==> config.mk <==
export PLATFORM = sky130hd
export DESIGN_NAME = led_blink_code_tx
export DESIGN_NICKNAME = d
export VERILOG_FILES = /design/src/rtl/led_code_pkg.sv /design/src/rtl/led_blink_code_tx_tick_gen.sv /design/src/rtl/led_blink_code_tx.sv
export SDC_FILE = /design/constraint.sdc
export NUM_CORES = 1
export LEC_CHECK = 0
export CAP_MARGIN = 20
export CORE_ASPECT_RATIO = 1.25
export CORE_UTILIZATION = 61
export DETAILED_ROUTE_END_ITERATION = 8
export GPL_ROUTABILITY_DRIVEN = 0
export PLACE_DENSITY = 0.79
export SLEW_MARGIN = 0
export SYNTH_ARGS = -nofsm -noshare
export SYNTH_HDL_FRONTEND = slang
export SYNTH_SLANG_ARGS = --single-unit
export TNS_END_PERCENT = 10
==> constraint.sdc <==
create_clock -name clk -period 2.2 [get_ports clk]
set_clock_uncertainty 0.1 [all_clocks]
set_input_delay 0.44 -clock clk [delete_from_list [all_inputs] [get_ports clk]]
set_output_delay 0.44 -clock clk [all_outputs]
set_load 0.01 [all_outputs]
==> src/rtl/led_code_pkg.sv <==
// Shared definitions for the LED blink-code transmitter: FSM state encoding
// and phase counter width.
package led_code_pkg;

    typedef enum logic [1:0] {
        S_IDLE = 2'd0,
        S_ON   = 2'd1,
        S_OFF  = 2'd2,
        S_GAP  = 2'd3
    } state_t;

    localparam int PHASE_W = 8;

endpackage

==> src/rtl/led_blink_code_tx_tick_gen.sv <==
// Prescaler for the blink-code transmitter: free-running 0..TICK_MAX counter,
// tick asserted in the cycle the count sits at TICK_MAX; clr restarts it at 0.
module tick_gen #(
    parameter int unsigned TICK_MAX = 12500000 - 1
) (
    input  logic clk,
    input  logic rst,
    input  logic clr,
    output logic tick
);

    logic [31:0] count;

    always_ff @(posedge clk or posedge rst) begin
        if (rst) begin
            count <= '0;
        end else if (clr || (count == TICK_MAX)) begin
            count <= '0;
        end else begin
            count <= count + 32'd1;
        end
    end

    assign tick = (count == TICK_MAX);

endmodule

==> src/rtl/led_blink_code_tx.sv <==
// Sends a 4-bit value on one LED as N short blinks (0 -> one long blink),
// followed by a low gap, then pulses done for one cycle.
//
//  state  | meaning
//  -------+-----------------------------------------------------------
//  S_IDLE | waiting for start; done pulses here on the first cycle back
//  S_ON   | LED high for ON_TICKS (LONG_TICKS for a value-0 code)
//  S_OFF  | LED low for OFF_TICKS after each blink
//  S_GAP  | LED low for GAP_TICKS after the last blink
module led_blink_code_tx #(
    parameter int unsigned TICK_MAX   = 12500000 - 1,
    parameter int unsigned ON_TICKS   = 3,
    parameter int unsigned OFF_TICKS  = 3,
    parameter int unsigned LONG_TICKS = 10,
    parameter int unsigned GAP_TICKS  = 10
) (
    input  logic       clk,
    input  logic       rst,
    input  logic       start,
    input  logic [3:0] value,
    output logic       busy,
    output logic       done,
    output logic       led
);

    import led_code_pkg::*;

    localparam logic [PHASE_W-1:0] ON_LAST   = PHASE_W'(ON_TICKS - 1);
    localparam logic [PHASE_W-1:0] OFF_LAST  = PHASE_W'(OFF_TICKS - 1);
    localparam logic [PHASE_W-1:0] LONG_LAST = PHASE_W'(LONG_TICKS - 1);
    localparam logic [PHASE_W-1:0] GAP_LAST  = PHASE_W'(GAP_TICKS - 1);

    state_t             state, state_nx;
    logic [3:0]         rem, rem_nx;
    logic               long_code, long_nx;
    logic [PHASE_W-1:0] phase, phase_nx;
    logic               done_nx;
    logic               accept;
    logic               tick;

    tick_gen #(
        .TICK_MAX(TICK_MAX)
    ) u_tick_gen (
        .clk  (clk),
        .rst  (rst),
        .clr  (accept),
        .tick (tick)
    );

    always_ff @(posedge clk or posedge rst) begin
        if (rst) begin
            state     <= S_IDLE;
            rem       <= '0;
            long_code <= 1'b0;
            phase     <= '0;
            led       <= 1'b0;
            busy      <= 1'b0;
            done      <= 1'b0;
        end else begin
            state     <= state_nx;
            rem       <= rem_nx;
            long_code <= long_nx;
            phase     <= phase_nx;
            led       <= (state_nx == S_ON);
            busy      <= (state_nx != S_IDLE);
            done      <= done_nx;
        end
    end

    always_comb begin
        state_nx = state;
        rem_nx   = rem;
        long_nx  = long_code;
        phase_nx = phase;
        done_nx  = 1'b0;
        accept   = 1'b0;

        if (tick && (state != S_IDLE)) begin
            phase_nx = phase + PHASE_W'(1);
        end

        case (state)
            S_IDLE: begin
                if (start) begin
                    accept   = 1'b1;
                    rem_nx   = value;
                    long_nx  = (value == 4'd0);
                    state_nx = S_ON;
                end
            end
            S_ON: begin
                if (tick && (phase == (long_code ? LONG_LAST : ON_LAST))) begin
                    state_nx = S_OFF;
                    rem_nx   = (rem == 4'd0) ? rem : rem - 4'd1;
                end
            end
            S_OFF: begin
                if (tick && (phase == OFF_LAST)) begin
                    state_nx = (rem != 4'd0) ? S_ON : S_GAP;
                end
            end
            S_GAP: begin
                if (tick && (phase == GAP_LAST)) begin
                    state_nx = S_IDLE;
                    done_nx  = 1'b1;
                end
            end
            default: state_nx = S_IDLE;
        endcase

        // every interval is timed from a fresh phase count
        if (state_nx != state) begin
            phase_nx = '0;
        end
    end

endmodule

==> impl_metrics.json <==
{
  "met3_usage": 0.04571,
  "postRouteAntennaNets": 0,
  "io_buffers": 9,
  "outcome": "finished clean",
  "whs_ps": 388.5,
  "grt_max_degree": 33,
  "initial_core_util": 0.6505,
  "max-slew-margin-rel": 0.6829,
  "die_area_um2": 5074,
  "antenna_cells": 0,
  "criticalPathCategory": "register to register",
  "cp_max_fo": 5,
  "setup_viol": 0,
  "p_leak_nw": 1.322,
  "cts_root_buffer": "clkbuf_8",
  "dr.pass1.iters": 4,
  "final_util": 0.7260,
  "grt_pass1_wl_um": 10200,
  "syn_inst": 295,
  "synth-seq-cells": 50,
  "hpwlAfterDp_um": 4402,
  "cp.required_ps": 2300,
  "worst-r2r-cell-count": 5,
  "final_cells": 372,
  "met1_usage": 0.2968,
  "antenna_found_initial": 0,
  "cp-start-kind": "register",
  "synth_ff_type": "dfrtp_1",
  "rows": 27,
  "clkTransAtPathRegs_ps": 80,
  "syn_area_um2": 2923,
  "grt_overflow_total": 0,
  "io_pins": 10,
  "max_freq_mhz": 478.8,
  "hold_class": "primary input to asynchronous set/reset pin",
  "vias": 2265,
  "fin_crit_sh": 0.9494,
  "slew_violations": 0,
  "fin_nets": 326,
  "cp-end-kind": "register",
  "hold_viol_final": 0,
  "r2r_slack_ps": 110,
  "grt_usage": 0.2607,
  "gr-max-usage-layer": "met2",
  "layout-drive-gt1-share": 0.1720,
  "global_route.usage.met2": 0.4766,
  "drt_wl_total_um": 5913,
  "numPlacedInstances": 364,
  "h-tree-depth": 2,
  "syn_nets": 308,
  "cts_sinks": 50,
  "dpl_worst_slack_ps": 66.44,
  "yosys_warnings": 0,
  "post_drt_via_cell_ratio": 6.089,
  "synthDistinctLibCells": 51,
  "die_y_um": 79.39,
  "drv_cap": 0,
  "vdd_drop_max_uv": 577.0,
  "cp.arrival_ps": 2190,
  "p_per_area_nw_per_um2": 600.6,
  "placed_cell_area_um2": 3147,
  "fin_area_um2": 3262,
  "grt_pass1_vias": 2314,
  "synth.avg_cell_area_um2": 9.908,
  "worstReg2RegEnd": "led$_DFF_PP0_",
  "fin_total_pwr_mw": 1.959,
  "min_period_ps": 2089,
  "cts_hold_buf": 0,
  "worstMarginPinSlew_ps": 475.0,
  "worstSkewPairLatency_ps": 290,
  "cts.path.max_buffers": 2,
  "seq_area_frac_synth": 0.4281,
  "cts_buffers": 5,
  "areaGrowthSynthToFinish_pct": 11.60,
  "chipWidth_um": 63.91,
  "grt_setup_unrepaired": "true",
  "fin_setup_tns_ps": 0,
  "drc": 0,
  "cts_tree": "done",
  "core_area_um2": 4493,
  "synth-async-reset-ratio": 1.000,
  "wl_per_cell_um": 15.90,
  "synth_edf_count": 0,
  "drt_iter0_drc": 106,
  "crit-reg2reg-launch": "u_tick_gen.count[14]$_DFF_PP0_",
  "fin_ws_ps": 111.4
}
==> where the power goes <==
| part | internal [mW] | switching (mW) |
|---|---|---|
| sequential | 0.999 | 0.111 |
| combinational | 0.154 | 0.168 |
| clock | 0.254 | 0.273 |
| total | 1.41 | 0.552 |
==> layout by cell type (no fill, tap or decap), types with 2 or more instances in the layout <==
| cell | instances |
|---|---|
| inv_1 | 13 |
| nand4_4 | 2 |
| nand3_1 | 8 |
| a32o_1 | 2 |
| clkdlybuf4s50_1 | 9 |
| and4_1 | 3 |
| clkbuf_8 | 6 |
| nor4b_2 | 2 |
| xnor2_1 | 28 |
| dfrtp_1 | 50 |
| and3_1 | 6 |
| nor4_1 | 10 |
| nor4_4 | 3 |
| buf_12 | 3 |
| o21ai_1 | 3 |
| o21ai_0 | 5 |
| buf_4 | 10 |
| nand2_1 | 21 |
| nor3_1 | 6 |
| a31oi_1 | 2 |
| xor2_1 | 9 |
| nand4_1 | 13 |
| ha_1 | 6 |
| nor4_2 | 11 |
| or3_1 | 6 |
| nor2_1 | 47 |
==> critical path, stage by stage, from the launching register on <==
cell      delay [ps]
dfrtp_1          460
nor4_4           390
nand4_1          240
nor3_2           340
a311oi_2         190
nor4_2           290
==> layout make-up <==
type / count / area (um2)
Multi-Input combinational cell: 220 / 1569
Clock buffer: 7 / 86.33
Tap cell: 58 / 72.57
Timing Repair Buffer: 22 / 225.2
Fill cell: 332 / 1231
Clock inverter: 1 / 5.005
Inverter: 14 / 52.55
Sequential cell: 50 / 1251
==> registers in the layout (all words and copies together) (netlist names) <==
name              count
rem                   4
led                   1
phase                 8
busy                  1
state                 2
done                  1
u_tick_gen.count     32
long_code             1
==> worst max path at each step <==
stage,cells after the start,from,to
after floorplan,7,u_tick_gen.count[0]$_DFF_PP0_,rem[2]$_DFFE_PP0P_
after global placement,6,u_tick_gen.count[0]$_DFF_PP0_,led$_DFF_PP0_
after detailed placement,8,rem[1]$_DFFE_PP0P_,rem[1]$_DFFE_PP0P_
after CTS,8,rem[1]$_DFFE_PP0P_,rem[1]$_DFFE_PP0P_
after global routing,5,u_tick_gen.count[5]$_DFF_PP0_,led$_DFF_PP0_
final,5,u_tick_gen.count[14]$_DFF_PP0_,led$_DFF_PP0_
==> what timing repair did <==
action / CTS / global route
resized for setup: 0 / 6
setup endpoints to repair: 0 / 13
setup buffers: 0 / 0
==> routing by layer <==
metal / vias to the layer above / part of all wire / routed length, um
met5: - / 0 / 0
met4: 0 / 0.018 / 108
met3: 13 / 0.034 / 201
met2: 54 / 0.55 / 3248
met1: 1121 / 0.40 / 2354
li1: 1077 / - / -
==> Yosys cell counts (all sizes together), types with 2 or more instances <==
master	instances	area share
and4	4	0.012
o21ai	8	0.014
inv	14	0.018
ha	6	0.026
nand2	22	0.029
xnor2	28	0.084
or4	2	0.0064
nor3	7	0.014
and3	7	0.015
nand3	10	0.023
xor2	9	0.027
nor2	48	0.062
or3	6	0.013
a31oi	2	0.0043
nand4	15	0.042
nor4b	4	0.021
buf	10	0.024
dfrtp	50	0.43
a32o	2	0.0068
nor4	24	0.086
==> logic make-up (layout without fill, tap and decap cells) <==
logic type / count (synthesis) / after routing / synth area share
adders and majority gates: 6 / 6 / 0.02568
AOI/OAI and AO/OA: 19 / 19 / 0.04238
xor gates and xnor gates: 37 / 37 / 0.1109
DFF: 50 / 50 / 0.4281
muxes: 2 / 2 / 0.007277
and+or+nand+nor: 156 / 156 / 0.3425
buffers and inverters: 25 / 44 / 0.04323
Note: power is estimated with default switching activity, not from simulation.
